===== config.mk =====
export PLATFORM = sky130hd
export DESIGN_NAME = store_merge_unit_flat
export DESIGN_NICKNAME = d
export VERILOG_FILES = /design/src/rtl/store_merge_unit_if.sv /design/src/rtl/store_merge_unit.sv /design/src/flat_wrapper.sv
export SDC_FILE = /design/constraint.sdc
export NUM_CORES = 1
export LEC_CHECK = 0
export CAP_MARGIN = 0
export CELL_PAD_IN_SITES_DETAIL_PLACEMENT = 1
export CELL_PAD_IN_SITES_GLOBAL_PLACEMENT = 1
export CORE_ASPECT_RATIO = 0.75
export CORE_MARGIN = 2
export CORE_UTILIZATION = 36
export CTS_CLUSTER_SIZE = 12
export DETAILED_ROUTE_END_ITERATION = 6
export HOLD_SLACK_MARGIN = 0.03
export PLACE_DENSITY = 0.78
export SYNTH_ARGS = -nofsm -noshare
export SYNTH_HDL_FRONTEND = slang
export SYNTH_SLANG_ARGS = --single-unit

===== constraint.sdc =====
create_clock -name clk -period 3.4 [get_ports clk]
set_input_delay 0.85 -clock clk [delete_from_list [all_inputs] [get_ports clk]]
set_output_delay 0.85 -clock clk [all_outputs]
set_load 0.02 [all_outputs]

===== src/rtl/store_merge_unit_if.sv =====
// Request/response bundle for store_merge_unit: store request, memory strobes and merged data.
// master = requester/memory side, slave = the merge unit.
interface store_merge_unit_if;
    logic        start;
    logic [1:0]  ss_mode;
    logic [1:0]  addr_low;
    logic [31:0] reg_data;
    logic [31:0] mem_rdata;
    logic        mem_rd;
    logic        mem_wr;
    logic [31:0] out_data;
    logic        data_src_sel;
    logic        busy;
    logic        done;
    logic        err;

    modport master (
        output start, ss_mode, addr_low, reg_data, mem_rdata,
        input  mem_rd, mem_wr, out_data, data_src_sel, busy, done, err
    );

    modport slave (
        input  start, ss_mode, addr_low, reg_data, mem_rdata,
        output mem_rd, mem_wr, out_data, data_src_sel, busy, done, err
    );
endinterface


===== src/rtl/store_merge_unit.sv =====
// Sub-word store merge: read-modify-write of a memory word for SB/SH, direct write for SW.
// Illegal sizes or misaligned halves are rejected with a one-cycle err pulse.
module store_merge_unit #(
    parameter int unsigned MEM_LATENCY = 1
) (
    input  logic              clk,
    input  logic              reset,
    store_merge_unit_if.slave bus
);

    localparam logic [2:0] StIdle  = 3'd0;
    localparam logic [2:0] StRead  = 3'd1;
    localparam logic [2:0] StWait  = 3'd2;
    localparam logic [2:0] StMerge = 3'd3;
    localparam logic [2:0] StWrite = 3'd4;
    localparam logic [2:0] StFail  = 3'd5;

    logic [2:0]  state_q, state_d;
    logic [1:0]  mode_q, mode_d;
    logic [1:0]  addr_q, addr_d;
    logic [31:0] data_q, data_d;
    logic [31:0] word_q, word_d;
    logic [2:0]  cnt_q, cnt_d;
    logic [31:0] out_q, out_d;
    logic [31:0] merged;

    always_comb begin
        merged = word_q;
        case (mode_q)
            2'b00: merged = data_q;
            2'b01: begin
                if (addr_q[1]) merged[31:16] = data_q[15:0];
                else           merged[15:0]  = data_q[15:0];
            end
            2'b10:   merged[{addr_q, 3'b000} +: 8] = data_q[7:0];
            default: merged = word_q;
        endcase
    end

    always_comb begin
        state_d = state_q;
        mode_d  = mode_q;
        addr_d  = addr_q;
        data_d  = data_q;
        word_d  = word_q;
        cnt_d   = cnt_q;
        out_d   = out_q;
        case (state_q)
            StIdle: begin
                if (bus.start) begin
                    mode_d = bus.ss_mode;
                    addr_d = bus.addr_low;
                    data_d = bus.reg_data;
                    if (bus.ss_mode == 2'b11 || (bus.ss_mode == 2'b01 && bus.addr_low[0]))
                        state_d = StFail;
                    else if (bus.ss_mode == 2'b00)
                        state_d = StMerge;
                    else
                        state_d = StRead;
                end
            end
            StRead: begin
                cnt_d   = 3'(MEM_LATENCY - 1);
                state_d = StWait;
            end
            StWait: begin
                // Read data is valid on the final wait cycle only.
                if (cnt_q == 3'd0) begin
                    word_d  = bus.mem_rdata;
                    state_d = StMerge;
                end else begin
                    cnt_d = cnt_q - 3'd1;
                end
            end
            StMerge: begin
                out_d   = merged;
                state_d = StWrite;
            end
            StWrite: state_d = StIdle;
            StFail:  state_d = StIdle;
            default: state_d = StIdle;
        endcase
    end

    always_ff @(posedge clk or posedge reset) begin
        if (reset) begin
            state_q <= StIdle;
            mode_q  <= 2'b00;
            addr_q  <= 2'b00;
            data_q  <= 32'h0;
            word_q  <= 32'h0;
            cnt_q   <= 3'd0;
            out_q   <= 32'h0;
        end else begin
            state_q <= state_d;
            mode_q  <= mode_d;
            addr_q  <= addr_d;
            data_q  <= data_d;
            word_q  <= word_d;
            cnt_q   <= cnt_d;
            out_q   <= out_d;
        end
    end

    assign bus.mem_rd       = (state_q == StRead);
    assign bus.mem_wr       = (state_q == StWrite);
    assign bus.data_src_sel = (state_q == StWrite);
    assign bus.done         = (state_q == StWrite);
    assign bus.err          = (state_q == StFail);
    assign bus.busy         = (state_q != StIdle);
    assign bus.out_data     = out_q;

endmodule


===== src/flat_wrapper.sv =====
// flat-port wrapper written by rule: the top's interface ports become plain ports
module store_merge_unit_flat 
#(
    parameter int unsigned MEM_LATENCY = 1
)
  (clk, reset, bus_start, bus_ss_mode, bus_addr_low, bus_reg_data, bus_mem_rdata, bus_mem_rd, bus_mem_wr, bus_out_data, bus_data_src_sel, bus_busy, bus_done, bus_err);
  store_merge_unit_if bus_i ();
  input  logic clk;
  input  logic reset;
  input wire logic [$bits(bus_i.start)-1:0] bus_start;
  input wire logic [$bits(bus_i.ss_mode)-1:0] bus_ss_mode;
  input wire logic [$bits(bus_i.addr_low)-1:0] bus_addr_low;
  input wire logic [$bits(bus_i.reg_data)-1:0] bus_reg_data;
  input wire logic [$bits(bus_i.mem_rdata)-1:0] bus_mem_rdata;
  output wire logic [$bits(bus_i.mem_rd)-1:0] bus_mem_rd;
  output wire logic [$bits(bus_i.mem_wr)-1:0] bus_mem_wr;
  output wire logic [$bits(bus_i.out_data)-1:0] bus_out_data;
  output wire logic [$bits(bus_i.data_src_sel)-1:0] bus_data_src_sel;
  output wire logic [$bits(bus_i.busy)-1:0] bus_busy;
  output wire logic [$bits(bus_i.done)-1:0] bus_done;
  output wire logic [$bits(bus_i.err)-1:0] bus_err;
  assign bus_i.start = bus_start;
  assign bus_i.ss_mode = bus_ss_mode;
  assign bus_i.addr_low = bus_addr_low;
  assign bus_i.reg_data = bus_reg_data;
  assign bus_i.mem_rdata = bus_mem_rdata;
  assign bus_mem_rd = bus_i.mem_rd;
  assign bus_mem_wr = bus_i.mem_wr;
  assign bus_out_data = bus_i.out_data;
  assign bus_data_src_sel = bus_i.data_src_sel;
  assign bus_busy = bus_i.busy;
  assign bus_done = bus_i.done;
  assign bus_err = bus_i.err;
  store_merge_unit #(.MEM_LATENCY(MEM_LATENCY)) u_core (.clk(clk), .reset(reset), .bus(bus_i));
endmodule

==> flow_summary.ini, run 1 <==
[clock_tree]
root_buffer = clkbuf_16
cts.sinks = 106
cts_hold_buf = 0
clock_latency_ns = 0.35
clk_path_buf_depth = 2
cts_tree = done
clk_pin_slew_worst_paths_ns = 0.07
cts_made_buffers = 9
post_cts_buffers = 0
cts.repair.resized = 0
htree_levels = 3

[power_and_ir_drop]
total_power_mw = 7.184
leakage_nw = 2.863
vdd_drop_max_uv = 436.4
power_density_nw_per_um2 = 1035

[die]
die_h_um = 110.1
io_pins = 109
rows = 38
die_area_sq_um = 16010
core_area_sq_um = 14550
die_x_um = 145.4
start_util = 0.3712

[detailed_routing]
drt_drc_violations_left = 0
ant_nets = 0
wl_per_cell_um = 20.10
totalWireLength_um = 16400
dr.pass1.iters = 6
num_vias = 4517
viasPerCell = 5.536
drt_iter0_drc = 342

[placed_design]
placed_cells = 800
dp_slack_ns = 0.8778
place_area_sq_um = 6625
dp_hpwl_um = 11540
port_buffers = 108
place.gp.congestion = 0.8490

[critical_path]
cp_num_buf_inv = 1
rr_worst_depth = 6
cp_num_cells = 2
crit_required_ns = 2.55
cp_slowest_stage_delay_ns = 0.58
worstSetupPathType = reg2out
r2r-end = u_core.word_q[12]
critPathLaunchType = flop
startpoint = u_core.state_q[0]
critPathArrivalTime_ns = 1.93
r2r_slack_ns = 0.86
crit_fanout = 14
end_kind = primary output
crit_path_cell_trace = or3_1 > clkdlybuf4s50_1
r2r_start = u_core.cnt_q[0]
crit_end = bus_busy
cp_slowest_cell = clkdlybuf4s50_1
cp_top_family = buffers and inverters

[global_routing]
grt_max_degree = 70
grt_pass1_vias = 4697
overflow = 0
antenna_found_initial = 0
grt.total_usage = 0.2093
grt_pass1_wl_um = 25890

[worst_hold_path]
min_path_type = reg2reg
min_path_cells = 2

[synth]
netlist_instances = 526
ys_seq_elements = 106
yosysSeqAreaShare = 0.4912
async_flop_share = 1.000
yosysMostFrequentCell = dfrtp_1
avgSynthCellArea_sq_um = 10.27
synth_nets = 604
synth_top_area_frac = 0.4912
synth_warnings = 0
synth_area_leader_cell = dfrtp_1
synthFlopType = dfrtp_1
synthTopCellsByCount = 106 x dfrtp_1, 58 x nand2_1, 54 x mux2_2
synthTopCellsByArea = dfrtp_1 49%, mux2_2 11%, o21ai_0 4.2%
synth_area_sq_um = 5400
synth.distinct_cells = 51
synth-edff-count = 0

[final_layout]
n_antenna_cell = 0
fin_nets = 689
final_util = 0.4773
drive_gt1_frac = 0.1510
area_delta_synth_final_pct = 28.59
finalNonFillerCells = 816
fin_area_sq_um = 6944

[sta]
relSlewSlack = 0.2654
period_needed_ns = 2.782
hold_violations = 0
hold_slack_ns = 0.4965
maxSlewViolCount = 0
rsz0062_at_grt = false
maxClockFrequency_mhz = 359.5
tns_ns = 0
fin_crit_sh = 0.8182
setup_viol = 0
fin_ws_ns = 0.6181
tightest_slew_ns = 1.102
worst_clock_skew_ns = 0.009354

[run_status]
status = finished clean

[job]
cap_violations = 0
-- cells in the final DEF (no fill, tap or decap), types with 7 or more instances in the layout --
cell type and instances:
a31oi_1 8, o221ai_1 7, dfrtp_1 105, clkbuf_16 9, o22ai_1 9, a21boi_1 8
ha_1 7, nand2_1 58, a21oi_1 23, nor2_1 27, o21ai_1 17, a21boi_0 7
inv_1 23, clkdlybuf4s50_1 108, o21ai_0 45, a222oi_1 15, a21o_1 16, nor3_2 7
buf_4 7, mux2_2 54, a221oi_1 7
-- state kept, by name (all words and copies together) (netlist names) --
| signal | flops |
|---|---|
| u_core.mode_q | 2 |
| u_core.addr_q | 2 |
| u_core.bus.out_data | 32 |
| u_core.word_q | 32 |
| u_core.state_q | 3 |
| u_core.cnt_q | 3 |
| u_core.data_q | 32 |
-- where the power goes --
part           switching (mW)  total, mW  internal, mW
clock                   0.475       1.12         0.644
combinational            1.78       3.39          1.61
sequential              0.790       2.67          1.88
total                    3.04       7.18          4.14
-- worst min-delay path, cell delays in order, from the launching register on --
cell	delay [ns]
dfrtp_1	0.34
nand2_1	0.05
o21ai_1	0.06
-- cell type report --
class / instances / area, sq um
flip-flops and latches: 106 / 2654
clock inverters: 7 / 93.84
repair buffers: 117 / 1174
inverters: 24 / 93.84
multi-input cells: 353 / 2454
clock buffers: 9 / 225.2
well taps: 200 / 250.2
fillers: 1580 / 7605
-- routing by layer --
| layer | share of wire | track usage | vias to the layer above |
|---|---|---|---|
| li1 | - | - | 2065 |
| met2 | 0.46 | 0.3399 | 162 |
| met1 | 0.45 | 0.2888 | 2272 |
| met4 | 0.011 | 0.04902 | 0 |
| met3 | 0.074 | 0.04733 | 18 |
| met5 | 0 | 0 | - |
-- kinds of logic after synthesis --
kind of cell	Yosys count	share of synthesized area
compound gates	174	0.2113
simple gates	113	0.1026
mux	59	0.1233
buf+inv	67	0.05537
fa+ha+maj	7	0.01622
flops	106	0.4912
-- worst min path at each step --
| stage | end | from | slack (ns) |
|---|---|---|---|
| after floorplan | u_core.word_q[0] | u_core.word_q[0] | 0.48 |
| after global placement | u_core.bus.out_data[24] | u_core.bus.out_data[24] | 0.49 |
| after detailed placement | u_core.bus.out_data[4] | u_core.bus.out_data[4] | 0.49 |
| after CTS | u_core.bus.out_data[4] | u_core.bus.out_data[4] | 0.51 |
| after global routing | u_core.bus.out_data[3] | u_core.bus.out_data[3] | 0.53 |
| final | u_core.bus.out_data[4] | u_core.bus.out_data[4] | 0.50 |
No activity file was read; power rests on OpenSTA's default activity.
==> run 2: changes to the inputs <==
==> constraint.sdc (replaced) <==
create_clock -name clk -period 2.4 [get_ports clk]
set_input_delay 0.6 -clock clk [delete_from_list [all_inputs] [get_ports clk]]
set_output_delay 0.6 -clock clk [all_outputs]
set_load 0.02 [all_outputs]
==> run 2 against run 1 <==
The run now ends with DRC left. Sequential share of layout area is essentially flat. Combinational power is 47% higher. Final cell count up 0.49%. Global-route usage up 0.62 points. First-iteration DRC count down 7.9%. Flip-flop and latch count unchanged. Wire length up 1.4%. Setup slack worse by 0.54 ns. Via count up 2.0%. Non-clock buffer count is 5 higher. Total power rose by 41%. Count of clock-buffer cells in the layout up 3. Largest cell class unchanged.
==> flow_summary.ini, run 2 (synthesis results as in run 1) <==
[run_status]
status = finished, violations left
violations = DRC

[power_and_ir_drop]
power.internal_mw = 5.799
seqPwrFrac = 0.364
pwr-share-clk = 0.143
vdd_drop_max_uv = 515.2
leakage_nw = 2.895
p_sw_frac = 0.4268
switchingPower_mw = 4.317
power_density_nw_per_um2 = 1457
p_comb_frac = 0.493

[clock_tree]
htree_levels = 3
cts_made_buffers = 9
cts_tree = done
clk_path_buf_depth = 2
clock_latency_ns = 0.35
clk_pin_slew_worst_paths_ns = 0.07
post_cts_buffers = 0
root_buffer = clkbuf_16
cts.sinks = 106

[detailed_routing]
drt_drc_violations_left = 1
totalWireLength_um = 16630
ant_nets = 0
viasPerCell = 5.621
drt_iter0_drc = 315
wl_per_cell_um = 20.28
dr.pass1.iters = 7
num_vias = 4609

[sta]
maxClockFrequency_mhz = 430.9
worst_clock_skew_ns = 0.009257
hold_violations = 0
period_needed_ns = 2.321
fin_crit_sh = 0.9670
tns_ns = 0
maxSlewViolCount = 0
fin_ws_ns = 0.07919
hold_slack_ns = 0.4996
setup_viol = 0
tightest_slew_ns = 0.8263
rsz0062_at_grt = false
relSlewSlack = 0.4383

[critical_path]
critPathArrivalTime_ns = 1.72
startpoint = u_core.state_q[0]
crit_fanout = 12
cp_slowest_cell = clkdlybuf4s50_1
crit_required_ns = 1.80
r2r_slack_ns = 0.18
critPathLaunchType = flop
cp_slowest_stage_delay_ns = 0.60
rr_worst_depth = 6
crit_end = bus_err
r2r_start = u_core.addr_q[0]
r2r-end = u_core.bus.out_data[19]
end_kind = primary output
worstSetupPathType = reg2out
crit_path_cell_trace = buf_4 > and3b_1 > clkdlybuf4s50_1

[global_routing]
grt_pass1_vias = 4937
grt_max_degree = 107
antenna_found_initial = 0
grt.total_usage = 0.2155
grt_pass1_wl_um = 26700
overflow = 0

[worst_hold_path]
min_from = u_core.bus.out_data[2]
min_path_type = reg2reg

[final_layout]
regArea_sq_um = 2656
drive_gt1_frac = 0.1565
fin_nets = 694
nFillCells = 1639
n_antenna_cell = 0
area_delta_synth_final_pct = 28.59
multiInputGateArea_sq_um = 2456
layout_common_cells = 103 x clkdlybuf4s50_1, 103 x dfrtp_1, 58 x nand2_1, 54 x mux2_2, 45 x o21ai_0

[placed_design]
dp_hpwl_um = 11660
place.gp.congestion = 0.8677
port_buffers = 108
dp_slack_ns = 0.2040

[die]
die_area_sq_um = 16010
core_area_sq_um = 14550
rows = 38
die_h_um = 110.1
die_x_um = 145.4
start_util = 0.3712
io_pins = 109

[job]
cap_violations = 0
## run 2: changes by cell type in the layout (fill, tap and decap cells not counted), sizes merged
| cell | before | now |
|---|---|---|
| bufinv | 2 | 1 |
| clkinv | 3 | 1 |
| clkinvlp | 3 | 2 |
| dlygate4sd2 | 0 | 4 |
| buf | 9 | 14 |
| clkbuf | 9 | 12 |
| dlymetal6s2s | 0 | 1 |
| clkdlybuf4s50 | 108 | 103 |
## run 2: through the flow
step,total power [mW],cells,utilization,area [sq um]
finish,10.12,820,0.4773,6944
detailed placement,8.669,805,0.4579,6663
global placement,8.358,805,0.4579,6663
floorplan,6.792,526,-,5404
CTS,10.17,820,0.4771,6942
global route,10.80,820,0.4773,6944
## run 2: power by group through the flow
stage / Combinational [mW] / Sequential [mW] / Clock, mW
global route: 5.46 / 3.79 / 1.54
CTS: 5.02 / 3.66 / 1.48
finish: 4.99 / 3.68 / 1.45
detailed placement: 4.99 / 3.68 / 0
global placement: 4.75 / 3.61 / 0
floorplan: 3.30 / 3.49 / 0
## run 2: metal layers
layer  part of all wire  vias to the layer above  global-route usage
li1                   -                     2077                   -
met1               0.45                     2343              0.2862
met2               0.46                      162              0.3626
met3              0.061                       27             0.04280
met4              0.021                        0             0.06373
met5                  0                        -                   0
## run 2: final cells by class
class | instances | share of cell area
Clock inverter | 3 | 0.006126
Tap cell | 200 | 0.03604
Clock buffer | 12 | 0.03405
Multi-Input combinational cell | 353 | 0.3537
Sequential cell | 106 | 0.3825
Inverter | 24 | 0.01351
Timing Repair Buffer | 122 | 0.1741
## run 2: worst max-delay path, delay by kind of cell, from the launching register on
kind	cells	cell delay, ns
buffers and inverters	2	0.80
flip-flops	1	0.39
AND/OR/NAND/NOR	1	0.17
## run 2: how the worst min path moves through the flow
| stage | cells after the start | end | slack (ns) |
|---|---|---|---|
| after floorplan | 1 | u_core.word_q[0] | 0.48 |
| after global placement | 2 | u_core.bus.out_data[7] | 0.48 |
| after detailed placement | 2 | u_core.bus.out_data[24] | 0.49 |
| after CTS | 2 | u_core.bus.out_data[24] | 0.50 |
| after global routing | 1 | u_core.data_q[20] | 0.52 |
| final | 2 | u_core.bus.out_data[2] | 0.50 |
## run 2: what timing repair did
item                       4_1_cts  5_1_grt
cloned                           0        0
setup endpoints to repair        4        1
hold buffers                     0        0
hold endpoints to repair         0        0
resized for setup                7        1
==> edit: new RTL, config.mk and constraints of run 1 <==
Put a register stage on the output `bus.err`, without a reset. The value now appears one clock later.
--- a/src/rtl/store_merge_unit.sv
+++ b/src/rtl/store_merge_unit.sv
@@ -107,5 +107,7 @@
     assign bus.data_src_sel = (state_q == StWrite);
     assign bus.done         = (state_q == StWrite);
-    assign bus.err          = (state_q == StFail);
+    always_ff @(posedge clk) begin
+        bus.err <= (state_q == StFail);
+    end
     assign bus.busy         = (state_q != StIdle);
     assign bus.out_data     = out_q;
Check against the original RTL: not equivalent (Yosys sat finds a counterexample within 4 cycles, from zero or initial values and one cycle with reset high).
==> edit against run 1 <==
  * Maximum frequency down 0.89%
  * Area after synthesis grew 0.37%
  * Core utilization hardly changed
  * Routed wire length shrank 2.3%
  * Sequential cell count rose by 1
  * Setup slack worse by 0.025 ns
  * Total power fell by 0.61%
  * Combinational power barely moved
  * Final area increased by 0.41%
  * Critical path type unchanged
  * Critical endpoint is now bus_mem_wr
  * Largest cell class unchanged
  * Largest power group unchanged
  * Highest routed layer unchanged
==> edit: results (changes against run 1) <==
stage,metric,value,unit,change
finish,final.fill_count,1613,,+2.1%
synth,synth_sequential_area_ratio,0.493,,+0.00188
place,dp_cells,801,,+0.13%
grt,grt_pass1_wl,25.8,mm,-0.40%
synth,ys_async_sr_fraction,0.991,,-0.00935
routing,route.detailed.wl_per_inst,19.6,um,-2.4%
synth,mappedNetlistNets,605,,+0.17%
synth,synth_top_cells_by_area,"sky130_fd_sc_hd__dfrtp_1, sky130_fd_sc_hd__mux2_2, sky130_fd_sc_hd__o21ai_0",,
setup_path,cp_slowest_stage_delay,0.65,ns,+0.07 ns
finish,drive_above_1_share,0.149,,-0.00187
finish,final_cell_area,6970,sq um,+0.41%
setup_path,rr_endpoint,u_core.word_q[9],,
place,placed_area,6670,sq um,+0.68%
power,clockPowerShare,0.149,,-0.007
grt,pin_count_of_the_biggest_net_entering_global_routing,42,,-40%
setup_path,timing.critical_path.arrival,1.96,ns,+0.03 ns
power,switching_share_of_power,0.423,,-0.000800
setup_path,regToRegSetupSlack,0.96,ns,+0.10 ns
routing,totalWireLength,16.0,mm,-2.3%
min_path,hold-path-endpoint,u_core.bus.out_data[3],,
routing,vias_per_cell,5.52,,-0.37%
outcome,run_status,"complete, no violations",,
place,place.gp.congestion,0.828,,-2.5%
timing,clock_skews,0.00759,ns,-0.00176 ns
grt,vias_in_the_first_global_route,4613,,-1.8%
place,detailedPlacementHpwl,11.6,mm,+0.25%
finish,finish.net_count,690,,+0.15%
power,peakVddDrop,0.377,mV,-14%
timing,worst_pin_slew,0.935,ns,-0.167 ns
min_path,hp-start,u_core.bus.out_data[3],,
==> edit: final cells by class <==
class,instances,area share
Clock inverter,5,0.00861
Sequential cell,107,0.383
Clock buffer,11,0.0348
Multi-Input combinational cell,353,0.352
Tap cell,200,0.0359
Timing Repair Buffer,117,0.172
Inverter,24,0.0135
==> edit: through the flow <==
step	worst slack [ns]	total power [uW]
after CTS	0.593	7180
after floorplan	1.09	4810
after global routing	0.482	7640
final	0.593	7140
after detailed placement	0.924	6060
after global placement	0.947	5880
==> edit: critical path: cells and delay by family (launching register included) <==
family / cells / cell delay, ns
buf+inv: 1 / 0.65
simple gates: 2 / 0.44
flops: 1 / 0.52
==> edit: per-layer routing <==
layer / vias up / wire length, um / GRT usage
met3: 11 / 1050 / 0.0428
li1: 2079 / - / -
met1: 2275 / 7290 / 0.286
met2: 141 / 7560 / 0.342
met4: 0 / 116 / 0.0371
met5: - / 0 / 0
==> edit: kinds of logic (layout without fill, tap and decap cells) <==
family / after synthesis / after routing / share of synthesized area
muxes: 59 / 59 / 0.123
AOI/OAI and AO/OA: 174 / 174 / 0.211
adders and majority gates: 7 / 7 / 0.0162
and+or+nand+nor: 113 / 113 / 0.102
DFF: 107 / 107 / 0.493
buffers and inverters: 67 / 157 / 0.0552
==> edit: how the worst max path moves through the flow <==
stage                            from                 endpoint  slack, ns
floorplan            u_core.addr_q[1]  u_core.bus.out_data[16]       1.09
global placement            bus_start        u_core.data_q[20]       0.95
detailed placement          bus_start        u_core.data_q[21]       0.92
CTS                 u_core.state_q[0]               bus_mem_wr       0.59
global route        u_core.state_q[0]               bus_mem_wr       0.48
finish              u_core.state_q[0]               bus_mem_wr       0.59
